[src/rtl/sfr_ext_pkg.sv]
// Shared register map, control/status bit positions and byte-lane helper
// for the per-core SFR block.
package sfr_ext_pkg;

    localparam logic [31:0] OFF_CORENUM  = 32'h00;
    localparam logic [31:0] OFF_NUMCORES = 32'h04;
    localparam logic [31:0] OFF_CYCLE_LO = 32'h08;
    localparam logic [31:0] OFF_CYCLE_HI = 32'h0C;
    localparam logic [31:0] OFF_CTRL     = 32'h10;
    localparam logic [31:0] OFF_TCMP     = 32'h14;
    localparam logic [31:0] OFF_TCNT     = 32'h18;
    localparam logic [31:0] OFF_STATUS   = 32'h1C;
    localparam logic [31:0] OFF_SWI      = 32'h20;
    localparam logic [31:0] SCRATCH_BASE = 32'h40;

    localparam int CTRL_TEN = 0;
    localparam int CTRL_TIE = 1;
    localparam int CTRL_ARL = 2;
    localparam int CTRL_SIE = 3;

    localparam int ST_TIF = 0;
    localparam int ST_SIF = 1;

    function automatic logic [31:0] be_merge(input logic [31:0] old_val,
                                             input logic [31:0] new_val,
                                             input logic [3:0]  be);
        logic [31:0] res;
        res = old_val;
        for (int b = 0; b < 4; b++) begin
            if (be[b]) res[8*b +: 8] = new_val[8*b +: 8];
        end
        return res;
    endfunction

endpackage

[src/rtl/sfr_timer.sv]
// 32-bit compare timer: free-running count with optional auto-reload on match;
// a bus write to the count wins over the hardware update in the same cycle.
module sfr_timer (
    input  logic        clk_i,
    input  logic        rst_i,
    input  logic        ten,
    input  logic        arl,
    input  logic        cmp_we,
    input  logic [31:0] cmp_wdata,
    input  logic        cnt_we,
    input  logic [31:0] cnt_wdata,
    output logic [31:0] tcmp,
    output logic [31:0] tcnt,
    output logic        tif_set
);

    logic match;

    // Compare always sees the count as it stood before any same-cycle write.
    assign match   = (tcnt == tcmp);
    assign tif_set = ten & match;

    always_ff @(posedge clk_i or posedge rst_i) begin
        if (rst_i) begin
            tcmp <= '0;
            tcnt <= '0;
        end else begin
            if (cmp_we) tcmp <= cmp_wdata;
            if (cnt_we)
                tcnt <= cnt_wdata;
            else if (ten)
                tcnt <= (match && arl) ? '0 : tcnt + 32'd1;
        end
    end

endmodule

[src/rtl/sfr_ext.sv]
// Per-core SFR block: ID registers, 64-bit cycle counter with coherent high
// read, compare timer, soft interrupt and a scratch bank on a zero-wait bus.
module sfr_ext
    import sfr_ext_pkg::*;
#(
    parameter int CORENUM     = 0,
    parameter int NUM_CORES   = 1,
    parameter int NUM_SCRATCH = 4,
    parameter int ADDR_W      = 8
) (
    input  logic        clk_i,
    input  logic        rst_i,
    input  logic        bus_req,
    input  logic        bus_we,
    input  logic [31:0] bus_addr,
    input  logic [3:0]  bus_be,
    input  logic [31:0] bus_wdata,
    output logic        bus_ack,
    output logic        bus_resp,
    output logic [31:0] bus_rdata,
    output logic        irq_o
);

    // Keep only the decoded address bits, with the byte-lane bits cleared.
    localparam logic [63:0] AMASK_W     = (64'd1 << ADDR_W) - 64'd1;
    localparam logic [31:0] AMASK       = AMASK_W[31:0] & 32'hFFFF_FFFC;
    localparam logic [31:0] SCRATCH_END = SCRATCH_BASE + 32'(4 * NUM_SCRATCH);

    logic [31:0] off;
    logic        wr, rd, scr_hit;
    logic [3:0]  scr_idx;

    logic [63:0] cycle;
    logic [31:0] cycle_hi_shadow;
    logic [3:0]  ctrl;
    logic [1:0]  status, status_next;
    logic [31:0] scratch [NUM_SCRATCH];
    logic [31:0] rd_val;

    logic        cmp_we, cnt_we, tif_set;
    logic [31:0] tcmp, tcnt;

    assign bus_ack = bus_req;
    assign off     = bus_addr & AMASK;
    assign wr      = bus_req & bus_we;
    assign rd      = bus_req & ~bus_we;
    assign scr_hit = (off >= SCRATCH_BASE) && (off < SCRATCH_END);
    assign scr_idx = off[5:2];

    // A zero byte-enable must not count as a write, or it would stall the timer.
    assign cmp_we = wr && (off == OFF_TCMP) && (bus_be != 4'b0000);
    assign cnt_we = wr && (off == OFF_TCNT) && (bus_be != 4'b0000);

    sfr_timer u_timer (
        .clk_i     (clk_i),
        .rst_i     (rst_i),
        .ten       (ctrl[CTRL_TEN]),
        .arl       (ctrl[CTRL_ARL]),
        .cmp_we    (cmp_we),
        .cmp_wdata (be_merge(tcmp, bus_wdata, bus_be)),
        .cnt_we    (cnt_we),
        .cnt_wdata (be_merge(tcnt, bus_wdata, bus_be)),
        .tcmp      (tcmp),
        .tcnt      (tcnt),
        .tif_set   (tif_set)
    );

    always_comb begin
        rd_val = '0;
        case (off)
            OFF_CORENUM:  rd_val = 32'(CORENUM);
            OFF_NUMCORES: rd_val = 32'(NUM_CORES);
            OFF_CYCLE_LO: rd_val = cycle[31:0];
            OFF_CYCLE_HI: rd_val = cycle_hi_shadow;
            OFF_CTRL:     rd_val = {28'd0, ctrl};
            OFF_TCMP:     rd_val = tcmp;
            OFF_TCNT:     rd_val = tcnt;
            OFF_STATUS:   rd_val = {30'd0, status};
            default:      rd_val = '0;
        endcase
        if (scr_hit) begin
            for (int i = 0; i < NUM_SCRATCH; i++) begin
                if (scr_idx == 4'(i)) rd_val = scratch[i];
            end
        end
    end

    // Hardware sets are applied after the W1C so a colliding set wins.
    always_comb begin
        status_next = status;
        if (wr && (off == OFF_STATUS) && bus_be[0])
            status_next = status & ~bus_wdata[1:0];
        if (tif_set)
            status_next[ST_TIF] = 1'b1;
        if (wr && (off == OFF_SWI) && bus_be[0] && bus_wdata[0])
            status_next[ST_SIF] = 1'b1;
    end

    always_ff @(posedge clk_i or posedge rst_i) begin
        if (rst_i) begin
            cycle           <= '0;
            cycle_hi_shadow <= '0;
            ctrl            <= '0;
            status          <= '0;
            irq_o           <= 1'b0;
            bus_resp        <= 1'b0;
            bus_rdata       <= '0;
            for (int i = 0; i < NUM_SCRATCH; i++) scratch[i] <= '0;
        end else begin
            cycle    <= cycle + 64'd1;
            status   <= status_next;
            irq_o    <= (status[ST_TIF] & ctrl[CTRL_TIE]) | (status[ST_SIF] & ctrl[CTRL_SIE]);
            bus_resp <= rd;
            if (rd) begin
                bus_rdata <= rd_val;
                if (off == OFF_CYCLE_LO) cycle_hi_shadow <= cycle[63:32];
            end
            if (wr && (off == OFF_CTRL) && bus_be[0])
                ctrl <= bus_wdata[3:0];
            for (int i = 0; i < NUM_SCRATCH; i++) begin
                if (wr && scr_hit && (scr_idx == 4'(i)))
                    scratch[i] <= be_merge(scratch[i], bus_wdata, bus_be);
            end
        end
    end

endmodule

[config.mk]
export PLATFORM = sky130hd
export DESIGN_NAME = sfr_ext
export DESIGN_NICKNAME = d
export VERILOG_FILES = /design/src/rtl/sfr_ext_pkg.sv /design/src/rtl/sfr_timer.sv /design/src/rtl/sfr_ext.sv
export SDC_FILE = /design/constraint.sdc
export NUM_CORES = 1
export LEC_CHECK = 0
export CAP_MARGIN = 0
export CORE_MARGIN = 2
export CORE_UTILIZATION = 59
export CTS_CLUSTER_DIAMETER = 80
export DETAILED_ROUTE_END_ITERATION = 8
export HOLD_SLACK_MARGIN = 0.08
export PLACE_DENSITY = 0.85
export REMOVE_ABC_BUFFERS = 1
export SLEW_MARGIN = 20
export SYNTH_ARGS = -nofsm -noshare
export SYNTH_HDL_FRONTEND = slang
export SYNTH_SLANG_ARGS = --single-unit
[constraint.sdc]
create_clock -name clk_i -period 13.3 [get_ports clk_i]
set_clock_uncertainty 0.05 [all_clocks]
set_input_delay 1.33 -clock clk_i [delete_from_list [all_inputs] [get_ports clk_i]]
set_output_delay 1.33 -clock clk_i [all_outputs]
set_load 0.02 [all_outputs]
-- Yosys cells after proc, flatten, opt, wreduce, memory -nomap -nowiden
Cells that the tools add are included.
- output and inout port bits: 35
- register bits: 328
- bits of input ports: 72
- logic and storage cells: 125
- reduce and logical (&&, ||, !) cells: 48
- multiplexer cells: 16
- $lt $le $gt $ge: 2
- add/sub/neg operators: 2
- equality and inequality tests: 16
- bitwise gates (word level): 9
- operator list (kind ; number):
    32-bit 2-to-1 mux ; 8
    32-bit one-hot mux with 7 select lines ; 1
    64-bit by 1-bit adder with 64-bit output (second input constant) ; 1
    2-bit AND reduction ; 25
    32-bit by 1-bit adder with 32-bit output (second input constant) ; 1
    32-bit equality test ; 1
    8-bit 2-to-1 mux ; 4
    6-bit by 3-bit equality test with 1-bit output (second input constant) ; 4
    1-bit logical AND ; 18
    6-bit by 2-bit equality test with 1-bit output (second input constant) ; 2
    4-bit by 2-bit equality test with 1-bit output (second input constant) ; 2
    8-bit by 7-bit >= comparator with 1-bit output (second input constant) ; 1
    8-bit by 7-bit < comparator with 1-bit output (second input constant) ; 1
    2-bit != test (second input constant) ; 4
    6-bit by 1-bit equality test with 1-bit output (second input constant) ; 1
    6-bit by 4-bit equality test with 1-bit output (second input constant) ; 1
    2-bit nonzero test ; 3
    1-bit bitwise AND ; 5
    4-bit by 1-bit equality test with 1-bit output (second input constant) ; 1
    4-bit logical NOT ; 1
    4-bit nonzero test ; 1
    2-bit bitwise AND ; 1
    1-bit 2-to-1 mux ; 2
    2-bit 2-to-1 mux ; 1
    other kinds (3) ; 3

-- Logic depth before layout (Yosys ltp)
Gate-level depths: netlist of run 1.
- word-level depth: 7
- depth in mapped cells: 9

-- Cells and area by module
From an unflattened synthesis of run 1, not the netlist that was laid out.
- cells, all modules: 1506
- area, all modules: 16682.2 um^2
- modules (own cells, without submodules) (module ; sequential area each (um^2) ; cells each ; times used ; area an instance (um^2)):
    sfr_ext ; 6606.3 ; 1173 ; 1 ; 12958.7
    sfr_timer ; 1601.5 ; 333 ; 1 ; 3723.6

-- Worst setup path before layout of run 1
OpenSTA, ideal clock, no wires.
- path type: input to register
- from: in bus_addr[5]
- to: reg u_timer.tcnt[21]
- data required time: 13.163 ns
- stages on the path: 9
- library setup time: 0.087 ns
- arrival time: 3.206 ns
- slack: 9.957 ns
- path buffers: 3
- cell sequence: buf_6 or4b_1 buf_2 o41a_4 nor2_4 buf_4 nor2_1 xnor2_1 a22oi_1
- word-level cells in the longest chain between the ends: 5
- elaborated cells between the ends (all ways): 7
- classes of those cells: eq/ne: 2; mux: 1; reduce/logical: 4
- RTL lines (what ; RTL line ; RTL):
    from (decl) ; sfr_ext.sv:15 ; input logic [31:0] bus_addr,
    6-bit by 3-bit equality test with 1-bit output * ; sfr_ext.sv:52 ; assign cnt_we = wr && (off == OFF_TCNT) && (bus_be != 4'b0000);
    1-bit logical AND * (2 in a row) ; sfr_ext.sv:52 ;
    2-bit != test (no line) / 2-bit nonzero test (equally long branches) ; -- ;
    2-bit AND reduction (no line) ; -- ;
    to (signal assigned) ; sfr_timer.sv:30 ; tcnt <= cnt_wdata;
    to (signal assigned) ; sfr_timer.sv:32 ; tcnt <= (match && arl) ? '0 : tcnt + 32'd1;
    to (decl) ; sfr_timer.sv:13 ; output logic [31:0] tcnt,
Every way passes the cells marked *; elsewhere a longest branch is shown, timed or not.
A chain may end at the register's enable or synchronous reset.

-- Worst setup path after layout of run 1
- from: in bus_be[0]
- to: reg u_timer.tcnt[28]
- word-level cells in the longest chain between the ends: 4
- elaborated cells between the ends (all ways): 6
- classes of those cells: eq/ne: 1; mux: 1; reduce/logical: 4
- RTL lines (what ; RTL line ; RTL):
    from (decl) ; sfr_ext.sv:16 ; input logic [3:0] bus_be,
    4-bit nonzero test * ; sfr_ext.sv:52 ;
    1-bit logical AND * ; sfr_ext.sv:52 ;
    2-bit != test (no line) / 2-bit nonzero test (equally long branches) ; -- ;
    2-bit AND reduction (no line) ; -- ;
Marks and branches as above.

==> results of run 1 <==
synthesized netlist by cell type, types with 31 or more instances:
| master | number |
|---|---|
| dfrtp_1 | 328 |
| mux2_2 | 195 |
| nor2_1 | 80 |
| nand2_1 | 76 |
| nand3_1 | 63 |
| xnor2_1 | 58 |
| clkbuf_1 | 48 |
| a22oi_1 | 40 |
| xor2_1 | 40 |
| a222oi_1 | 32 |
| nand4_1 | 32 |
| mux4_2 | 31 |
worst max path at each step:
stage,start,end,slack [ns],cells after the start
3_3_place_gp,bus_addr[4],u_timer.tcnt[9]$_DFFE_PP0P_,8.74,7
6_report,bus_be[0],u_timer.tcnt[28]$_DFFE_PP0P_,9.08,7
2_1_floorplan,rst_i,bus_rdata[0]$_DFFE_PP0P_,2.84,1
4_1_cts,bus_addr[4],u_timer.tcnt[12]$_DFFE_PP0P_,9.23,7
3_5_place_dp,bus_addr[4],u_timer.tcnt[9]$_DFFE_PP0P_,8.73,7
5_1_grt,bus_addr[4],scratch[125]$_DFFE_PP0P_,8.97,7
cell usage in the layout, fill, tap and decap left out, drive strengths merged, types with 33 or more instances in the layout:
master,Yosys,final
clkdlybuf4s50,0,78
nand4,33,33
clkbuf,49,54
nand3,65,65
nand2,76,76
xnor2,58,58
nor2,83,83
dfrtp,328,328
a22oi,40,40
xor2,40,40
mux2,195,195
through the flow:
stage / cells / area (µm²) / hold slack, ns / power, µW
4_1_cts: 1695 / 17900 / 0.442 / 2330
3_3_place_gp: 1632 / 16600 / 0.413 / 1290
3_5_place_dp: 1632 / 16600 / 0.429 / 1290
6_report: 1695 / 17900 / 0.437 / 2320
2_1_floorplan: 1203 / 15300 / 0.388 / 1200
5_1_grt: 1695 / 17900 / 0.457 / 2390
cell families (layout without fill, tap and decap cells):
family	count (synthesis)	in the layout
AND/OR/NAND/NOR	341	341
flip-flops	328	328
multiplexers	232	232
AO/OA/AOI/OAI	176	176
XOR/XNOR	98	98
buffers and inverters	95	183
adder cells (fa/ha/maj)	2	2
routing by layer:
metal  share of wire  up-vias
li1                -     4864
met5               0        -
met3           0.096      130
met1            0.39     5789
met4           0.044        0
met2            0.47      661
final cells by class:
type / count / area (µm²) / area share
inverter: 26 / 105 / 0.00588
tap: 335 / 419 / 0.0234
sequential: 328 / 8210 / 0.459
clock buffer: 54 / 1130 / 0.0632
clock inverter: 9 / 129 / 0.00721
timing repair buffer: 94 / 896 / 0.0501
multi-input combinational: 849 / 7000 / 0.391
flip-flops by register name, indices dropped and copies added, names as in the netlist:
signal	flops
cycle_hi_shadow	32
ctrl	4
u_timer.tcmp	32
irq_o	1
status	2
cycle	64
bus_rdata	32
scratch	128
bus_resp	1
u_timer.tcnt	32
power by group:
| group | switching (µW) | internal (µW) |
|---|---|---|
| Clock | 395 | 644 |
| Sequential | 41.0 | 1040 |
| Combinational | 112 | 87.6 |
| Total | 548 | 1770 |
==> summary.txt, run 1 <==
Run status
  • Status: complete, but fails checks
  • Violated checks: DRC

STA
  • Setup Viol. Count Final: 0
  • Sum of negative setup slack: 0 ns
  • Fmax achieved: 0.237 GHz
  • Minimum setup slack in the final design: 9.08 ns
  • RSZ-0062 raised after global routing: false
  • Worst slew pin tran: 1.09 ns
  • Final period util: 0.317
  • Final Hold Fails: 0
  • Minimum clock period: 4.22 ns
  • Final Max Tran Viols: 0
  • Worst slew margin: 0.266

Clock network
  • Clock latency on the worst-skew pair: 0.51 ns
  • # H-tree levels: 2
  • CTS tree: yes
  • Clock root buffer: clkbuf_16
  • Post-CTS Setup Bufs: 0
  • Deepest clock path buffer count: 3
  • Hold buffer count at cts: 0
  • Post-CTS Resized: 0
  • Clock sink total: 328
  • CTS buffer count: 35
  • Register clock-pin slew on the reported worst setup and hold paths: 0.06 ns

Global routing
  • GRT Overall Usage: 0.303
  • Gr busiest metal: met2
  • First-pass GRT wire length: 66.2 mm
  • Total gr overflow: 0
  • Met1 Usage GRT: 0.416
  • Met2 Use GR: 0.471
  • Vias in the first global route: 11600
  • Initial antenna violation count: 1
  • Largest net degree at the start of global routing: 110
  • GR Util met3: 0.0634

Place
  • Routability-driven placement congestion ratio: 0.978
  • I/O Buffers: 80
  • Post-DP HPWL: 28.0 mm
  • Dpl ws: 8.73 ns

Setup path
  • Worst r2r src: u_timer.tcnt[2]$_DFFE_PP0P_
  • CP Launch Type: input pin
  • Worst r2r dst: u_timer.tcnt[12]$_DFFE_PP0P_
  • Family with the most delay on the worst path: simple AND/OR/NAND/NOR gates
  • Critical path required time: 13.65 ns
  • Cells on worst reg2reg path: 7
  • CP peak stage delay: 0.82 ns
  • Worst setup path category: input pin to flop
  • Worst path buffer plus inverter count: 2
  • Cell Chain, Critical Path: clkdlybuf4s50_1 -> nor4_2 -> nor4_4 -> inv_2 -> o31a_1 -> nand2_1 -> o311ai_1
  • WP data arrival: 4.57 ns
  • Critical path's slowest cell: o31a_1
  • CP max FO: 22
  • R2r setup slk: 10.18 ns
  • Crit end category: flop

Yosys
  • Asr flop ratio synth: 1.00
  • Register bit count reported by yosys: 328
  • Seq/Total Area, Yosys: 0.527
  • Top cell type's share of synthesized area: 0.527
  • Number of flops mapped to enable cells by yosys: 0
  • Count of cell types in the netlist: 67
  • XOR/XNOR share of the synthesized area: 0.0552
  • Post-synthesis instance area: 0.0156 mm²
  • YS warnings: 0
  • Largest area contributor in the netlist: dfrtp_1
  • Largest cells by area after synthesis: dfrtp_1 53%, mux2_2 14%, mux4_2 4.5%
  • Predominant post-synthesis flop cell: dfrtp_1
  • Syn Inst Count: 1272
  • Mux contribution to synthesized area: 0.190
  • Synth Area per Inst: 12.2 µm²
  • Synth Area in Adders: 0.00161
  • Post-synthesis compound-gate area fraction: 0.0854
  • Largest family of logic cells by synthesized area: multiplexers
  • Post-synthesis simple-gate area fraction: 0.115

Detailed routing
  • Post-route DRC: 1
  • WL per Instance: 24.4 µm
  • Vias: 11400
  • Routed Antenna Nets: 0
  • Drt initial violations: 1448
  • Final Routed Wirelength: 41.4 mm
  • Drt first pass iters: 9
  • Via density: 6.75

Worst hold path
  • Critical hold path startpoint: cycle[4]$_DFF_PP0_
  • Worst hold endpoint: cycle[4]$_DFF_PP0_
  • Hold Crit Class: flop to flop
  • WHS Path Cells: 1

Cells and area
  • Final #Nets: 1408
  • Ratio of cells with drive above 1 in the final layout: 0.240
  • Filler cells: 1797
  • Number of inserted diodes: 0
  • Area Growth Syn to Fin: 14.9%
  • Core Util, Final: 0.688

Floorplan
  • Starting density of the core: 0.599
  • Core footprint: 0.0260 mm²
  • Die Wd: 166 µm
  • Ports: 107
  • Row count: 59
  • Die Span Y: 166 µm
  • Die Area: 0.0277 mm²

Pwr
  • Worst IR drop on VDD: 0.101 mV
  • Total leakage power: 0.00807 µW
  • Power per Cell Area: 130 mW/mm²

Run
  • Max Cap Viol: 0
No activity file was read; power rests on OpenSTA's default activity.
==> run 2: changes to the inputs <==
--- a/config.mk
+++ b/config.mk
@@ -7,11 +7,11 @@
 export LEC_CHECK = 0
 export CAP_MARGIN = 0
 export CORE_MARGIN = 2
-export CORE_UTILIZATION = 59
+export CORE_UTILIZATION = 54
 export CTS_CLUSTER_DIAMETER = 80
 export DETAILED_ROUTE_END_ITERATION = 8
 export HOLD_SLACK_MARGIN = 0.08
-export PLACE_DENSITY = 0.85
+export PLACE_DENSITY = 0.82
 export REMOVE_ABC_BUFFERS = 1
 export SLEW_MARGIN = 20
 export SYNTH_ARGS = -nofsm -noshare
==> constraint.sdc (replaced) <==
create_clock -name clk_i -period 3.7 [get_ports clk_i]
set_clock_uncertainty 0.05 [all_clocks]
set_input_delay 0.37 -clock clk_i [delete_from_list [all_inputs] [get_ports clk_i]]
set_output_delay 0.37 -clock clk_i [all_outputs]
set_load 0.02 [all_outputs]
==> run 2 against run 1 <==
  * Non-clock buffer count grew 15
  * Critical path depth is the same
  * The run now ends clean
  * Clock power grew to 3.6 times the previous value
  * Global-route usage shrank 2.6 points
  * Count of clock-buffer cells in the layout shrank 1
  * Flip-flop and latch count is the same
  * Final area grew 1.0%
  * Power grew to 3.6 times the previous value
  * Highest routed layer unchanged
==> summary.txt, run 2 (synthesis gave the netlist of run 1 again) <==
Global routing
  • GRT Overall Usage: 0.277 (was 0.303)
  • Largest net degree at the start of global routing: 80 (was 110)
  • Initial antenna violation count: 0 (was 1)
  • First-pass GRT wire length: 65.2 mm (was 66.2 mm)
  • Vias in the first global route: 11400 (was 11600)
  • Total gr overflow: 0 (unchanged)

Pwr
  • Clk pwr share: 0.447 (was 0.448)
  • Total leakage power: 0.00816 µW (was 0.00807 µW)
  • Switching share of power: 0.239 (was 0.236)
  • Worst IR drop on VDD: 0.326 mV (was 0.101 mV)
  • Power per Cell Area: 462 mW/mm² (was 130 mW/mm²)
  • Comb pwr share: 0.087 (was 0.086)
  • Pint: 6350 µW (was 1770 µW)
  • Reg power frac: 0.466 (about the same)
  • Net switching power: 2000 µW (was 548 µW)
  • Total power: 8350 µW (was 2320 µW)

Place
  • Post-DP HPWL: 29.2 mm (was 28.0 mm)
  • I/O Buffers: 80 (unchanged)
  • Routability-driven placement congestion ratio: 0.986 (was 0.978)

Cells and area
  • Commonest non-fill, non-tap cells in the layout: 328 x dfrtp_1, 195 x mux2_2, 78 x nor2_1, 78 x clkdlybuf4s50_1, 76 x nand2_1 (unchanged)
  • Ratio of cells with drive above 1 in the final layout: 0.248 (was 0.240)
  • Biggest regs: scratch: 128 flops, cycle: 64 flops (unchanged)
  • Number of inserted diodes: 0 (unchanged)
  • Max reg flops: 128 (unchanged)
  • Reg with most FFs: scratch (unchanged)
  • Commonest non-fill, non-tap cell in the layout: dfrtp_1 (unchanged)
  • Area Growth Syn to Fin: 16.1% (was 14.9%)
  • Final #Nets: 1425 (was 1408)

Setup path
  • Crit end category: flop (unchanged)
  • WP data arrival: 3.38 ns (was 4.57 ns)
  • R2r setup slk: 0.65 ns (was 10.18 ns)
  • Worst setup path category: flop to flop (was input pin to flop)
  • Critical path required time: 4.03 ns (was 13.65 ns)
  • CP Launch Type: flop (was input pin)
  • Cells on worst reg2reg path: 7 (unchanged)
  • CP max FO: 14 (was 22)
  • Worst r2r src: u_timer.tcnt[19]$_DFFE_PP0P_ (was u_timer.tcnt[2]$_DFFE_PP0P_)
  • Worst r2r dst: u_timer.tcnt[12]$_DFFE_PP0P_ (unchanged)

Clock network
  • Deepest clock path buffer count: 3 (unchanged)
  • Clock sink total: 328 (unchanged)
  • # H-tree levels: 2 (unchanged)
  • Clock root buffer: clkbuf_16 (unchanged)
  • Clock latency on the worst-skew pair: 0.53 ns (was 0.51 ns)
  • Post-CTS Setup Bufs: 0 (unchanged)
  • CTS tree: yes (unchanged)
  • CTS buffer count: 37 (was 35)
  • Hold buffer count at cts: 0 (unchanged)
  • Register clock-pin slew on the reported worst setup and hold paths: 0.06 ns (about the same)
  • Post-CTS Resized: 0 (unchanged)

STA
  • Final period util: 0.825
  • Setup Viol. Count Final: 0 (unchanged)
  • Fmax achieved: 0.328 GHz
  • Final Hold Fails: 0 (unchanged)
  • RSZ-0062 raised after global routing: false (unchanged)
  • Worst slew margin: 0.520 (was 0.266)
  • Final Max Tran Viols: 0 (unchanged)
  • Sum of negative setup slack: 0 ns (unchanged)
  • Minimum clock period: 3.05 ns
  • Worst slew pin tran: 0.714 ns (was 1.09 ns)

Floorplan
  • Row count: 62 (was 59)
  • Core footprint: 0.0285 mm² (was 0.0260 mm²)
  • Die Span Y: 174 µm (was 166 µm)
  • Die Wd: 174 µm (was 166 µm)
  • Die Area: 0.0302 mm² (was 0.0277 mm²)
  • Ports: 107 (unchanged)
  • Starting density of the core: 0.545 (was 0.599)

Detailed routing
  • WL per Instance: 23.5 µm (was 24.4 µm)
  • Final Routed Wirelength: 41.4 mm (about the same)
  • Drt first pass iters: 8 (was 9)
  • Vias: 11400 (about the same)
  • Routed Antenna Nets: 0 (unchanged)
  • Drt initial violations: 1298 (was 1448)
  • Post-route DRC: 0 (was 1)
  • Via density: 6.46 (was 6.75)

Run status
  • Status: complete, no violations (was complete, but fails checks)

Worst hold path
  • Hold Crit Class: input pin to async pin (was flop to flop)

Run
  • Max Cap Viol: 0 (unchanged)
[run 2: cell types whose count changed in the layout (fill, tap and decap cells not counted)]
cell,change
buf_4,+13
buf_12,+2
clkbuf_8,-2
clkinv_2,+2
clkinvlp_4,-2
inv_6,+2
clkbuf_1,+1
[run 2: routing by layer]
layer,track usage,share of wire,routed length [µm],vias to the layer above
li1,-,-,-,4895
met1,0.385,0.40,16700,5819
met2,0.437,0.47,19500,542
met3,0.0476,0.084,3460,106
met4,0.112,0.042,1750,0
met5,0,0,0,-
[run 2: per-stage QoR]
stage,cells,cell area (µm²),setup slack [ns],utilization,hold slack [ns]
floorplan,1203,15300,-5.80,-,0.388
global placement,1696,16800,0.577,0.589,0.406
detailed placement,1696,16800,0.482,0.589,0.412
CTS,1760,18100,0.757,0.633,0.264
global route,1760,18100,0.629,0.633,0.298
finish,1760,18100,0.649,0.633,0.241
[run 2: worst max-delay path by stage]
stage	startpoint	to	slack, ns	depth (start not counted)
2_1_floorplan	rst_i	bus_rdata[0]$_DFFE_PP0P_	-5.80	1
3_3_place_gp	bus_addr[7]	u_timer.tcnt[12]$_DFFE_PP0P_	0.58	8
3_5_place_dp	bus_addr[7]	u_timer.tcnt[12]$_DFFE_PP0P_	0.48	8
4_1_cts	u_timer.tcnt[2]$_DFFE_PP0P_	u_timer.tcnt[12]$_DFFE_PP0P_	0.76	7
5_1_grt	u_timer.tcnt[2]$_DFFE_PP0P_	u_timer.tcnt[12]$_DFFE_PP0P_	0.63	7
6_report	u_timer.tcnt[19]$_DFFE_PP0P_	u_timer.tcnt[12]$_DFFE_PP0P_	0.65	7
[run 2: critical path: stages (launching register included)]
cell	delay, ns
dfrtp_1	0.47
xor2_1	0.23
nor4_1	0.57
nand4_1	0.30
o31ai_2	0.66
buf_4	0.34
o21a_1	0.16
o221ai_1	0.13
[run 2: final cells by class]
| cell class | instances | area, µm² |
|---|---|---|
| Inverter | 26 | 105 |
| Multi-Input combinational cell | 849 | 7000 |
| Timing Repair Buffer | 109 | 1030 |
| Sequential cell | 328 | 8210 |
| Clock inverter | 11 | 141 |
| Tap cell | 384 | 480 |
| Fill cell | 2198 | 10500 |
| Clock buffer | 53 | 1110 |
[run 2: power by group through the flow]
stage	registers (µW)	logic [µW]	clock network [µW]
after floorplan	3960	348	0
after global placement	3940	705	0
after detailed placement	3950	726	0
after CTS	3890	730	3760
after global routing	3910	790	3910
final	3890	728	3730
==> run 3: changes to the inputs <==
==> constraint.sdc (replaced) <==
create_clock -name clk_i -period 2.6 [get_ports clk_i]
set_clock_uncertainty 0.05 [all_clocks]
set_input_delay 0.26 -clock clk_i [delete_from_list [all_inputs] [get_ports clk_i]]
set_output_delay 0.26 -clock clk_i [all_outputs]
set_load 0.02 [all_outputs]
==> run 3 against run 2 <==
  * Sequential share of layout area down 1.6 points
  * Fmax up 26%
  * Worst setup slack worse by 0.47 ns
  * Final area up 3.6%
  * Clock power up 34%
  * Global-route usage up 1.0 points
  * Non-clock buffer count up 77
  * Die area unchanged
  * Power up 39%
  * Via count up 2.2%
  * Core utilization up 2.3 points
  * Critical path type unchanged
  * Largest power group unchanged
==> summary.txt, run 3 (synthesis gave the netlist of run 1 again) <==
Floorplan
  • Die Span Y: 174 µm (unchanged)
  • Die Wd: 174 µm (unchanged)
  • Die Area: 0.0302 mm² (unchanged)
  • Row count: 62 (unchanged)
  • Starting density of the core: 0.545 (unchanged)
  • Ports: 107 (unchanged)
  • Core footprint: 0.0285 mm² (unchanged)

Global routing
  • First-pass GRT wire length: 67.5 mm (was 65.2 mm)
  • Vias in the first global route: 11800 (was 11400)
  • Initial antenna violation count: 0 (unchanged)
  • GRT Overall Usage: 0.287 (was 0.277)
  • Largest net degree at the start of global routing: 67 (was 80)
  • Total gr overflow: 0 (unchanged)

Detailed routing
  • Final Routed Wirelength: 42.6 mm (was 41.4 mm)
  • Drt initial violations: 1190 (was 1298)
  • WL per Instance: 23.2 µm (was 23.5 µm)
  • Drt first pass iters: 6 (was 8)
  • Via density: 6.34 (was 6.46)
  • Routed Antenna Nets: 0 (unchanged)
  • Post-route DRC: 0 (unchanged)
  • Vias: 11600 (was 11400)

Cells and area
  • Area Growth Syn to Fin: 20.3% (was 16.1%)
  • Core Util, Final: 0.656 (was 0.633)
  • Final instance area: 0.0187 mm² (was 0.0181 mm²)
  • Register area: 0.00821 mm² (unchanged)
  • Commonest non-fill, non-tap cell in the layout: dfrtp_1 (unchanged)
  • Reg with most FFs: scratch (unchanged)
  • Number of inserted diodes: 0 (unchanged)
  • Final #Nets: 1501 (was 1425)
  • Commonest non-fill, non-tap cells in the layout: 328 x dfrtp_1, 195 x mux2_2, 90 x buf_4 (was 328 x dfrtp_1, 195 x mux2_2, 78 x nor2_1, 78 x clkdlybuf4s50_1, 76 x nand2_1)
  • Biggest regs: scratch: 128 flops, cycle: 64 flops (unchanged)
  • Max reg flops: 128 (unchanged)
  • Ratio of cells with drive above 1 in the final layout: 0.282 (was 0.248)
  • Filler cells: 2121 (was 2198)
  • Area of the multi-input gates: 0.00700 mm² (unchanged)

Place
  • Placed instance area: 0.0176 mm² (was 0.0168 mm²)
  • I/O Buffers: 80 (unchanged)
  • Post-DP HPWL: 30.7 mm (was 29.2 mm)
  • Dpl ws: -0.110 ns (was 0.482 ns)
  • Routability-driven placement congestion ratio: 0.970 (was 0.986)

STA
  • Final Max Tran Viols: 0 (unchanged)
  • Minimum clock period: 2.43 ns (was 3.05 ns)
  • Final period util: 0.933 (was 0.825)
  • Worst slew margin: 0.582 (was 0.520)
  • Fmax achieved: 0.412 GHz (was 0.328 GHz)
  • RSZ-0062 raised after global routing: false (unchanged)
  • Worst slew pin tran: 0.627 ns (was 0.714 ns)
  • Minimum setup slack in the final design: 0.175 ns (was 0.649 ns)
  • Setup Viol. Count Final: 0 (unchanged)
  • Final Hold Fails: 0 (unchanged)

Pwr
  • Total power: 11600 µW (was 8350 µW)
  • Worst IR drop on VDD: 0.585 mV (was 0.326 mV)
  • Power per Cell Area: 622 mW/mm² (was 462 mW/mm²)
  • Total leakage power: 0.00853 µW (was 0.00816 µW)

Clock network
  • Clock root buffer: clkbuf_16 (unchanged)
  • Clock sink total: 328 (unchanged)
  • Post-CTS Setup Bufs: 0 (unchanged)
  • Register clock-pin slew on the reported worst setup and hold paths: 0.06 ns (about the same)
  • Clock latency on the worst-skew pair: 0.52 ns (was 0.53 ns)
  • CTS tree: yes (unchanged)
  • CTS buffer count: 36 (was 37)
  • # H-tree levels: 2 (unchanged)
  • Hold buffer count at cts: 0 (unchanged)
  • Post-CTS Resized: 0 (unchanged)
  • Deepest clock path buffer count: 3 (unchanged)

Setup path
  • WP data arrival: 2.75 ns (was 3.38 ns)
  • Crit end category: flop (unchanged)
  • Worst setup path category: flop to flop (unchanged)
  • CP Launch Type: flop (unchanged)
  • CP max FO: 14 (unchanged)
  • Critical path required time: 2.92 ns (was 4.03 ns)

Run status
  • Status: complete, no violations (unchanged)

Run
  • Max Cap Viol: 0 (unchanged)

Worst hold path
  • Hold Crit Class: input pin to async pin (unchanged)
[run 3: worst paths after layout]
check	start	to	slack, ns	depth (start not counted)
setup / recovery	u_timer.tcnt[4]$_DFFE_PP0P_	u_timer.tcnt[12]$_DFFE_PP0P_	0.17	8
hold / removal	rst_i	bus_resp$_DFF_PP0_	0.15	2
setup reg to reg	u_timer.tcnt[4]$_DFFE_PP0P_	u_timer.tcnt[12]$_DFFE_PP0P_	0.17	8
hold reg to reg	cycle[63]$_DFF_PP0_	cycle[63]$_DFF_PP0_	0.42	1
max in group asynchronous	rst_i	scratch[102]$_DFFE_PP0P_	1.60	3
min in group clk_i	bus_addr[2]	bus_rdata[3]$_DFFE_PP0P_	0.29	4
[run 3: final cells by class]
class | instances | area share
clock buffer | 56 | 0.0586
clock inverter | 4 | 0.00254
inverter | 26 | 0.00561
multi-input combinational | 849 | 0.374
sequential | 328 | 0.438
tap | 384 | 0.0257
timing repair buffer | 186 | 0.0954
[run 3: stage by stage]
step | hold WS [ns] | TNS [ns] | cells
detailed placement | 0.412 | -1.45 | 1773
global route | 0.205 | 0 | 1833
CTS | 0.171 | 0 | 1833
global placement | 0.407 | -0.900 | 1773
floorplan | 0.333 | -2390.16 | 1203
finish | 0.152 | 0 | 1833
[run 3: routing by layer]
layer  global-route usage  wire [µm]  vias up
li1                     -          -     5063
met1                0.401      17200     5904
met2                0.452      20100      548
met3               0.0430       3350      101
met4                0.125       1870        0
met5                    0          0        -
[run 3: worst max-delay path: stages (launching register included)]
cell      delay (ns)
dfrtp_1         0.50
xor2_1          0.25
nor4_1          0.29
nand4_1         0.23
o31ai_2         0.28
buf_4           0.19
buf_4           0.23
o21a_1          0.15
o221ai_1        0.11
[run 3: power by group]
group	leakage, µW	internal (µW)	switching [µW]	total, µW
logic	0.00362	520	607	1130
registers	0.00435	5330	204	5530
clock network	0.000561	2980	2010	4990
total	0.00853	8830	2820	11600
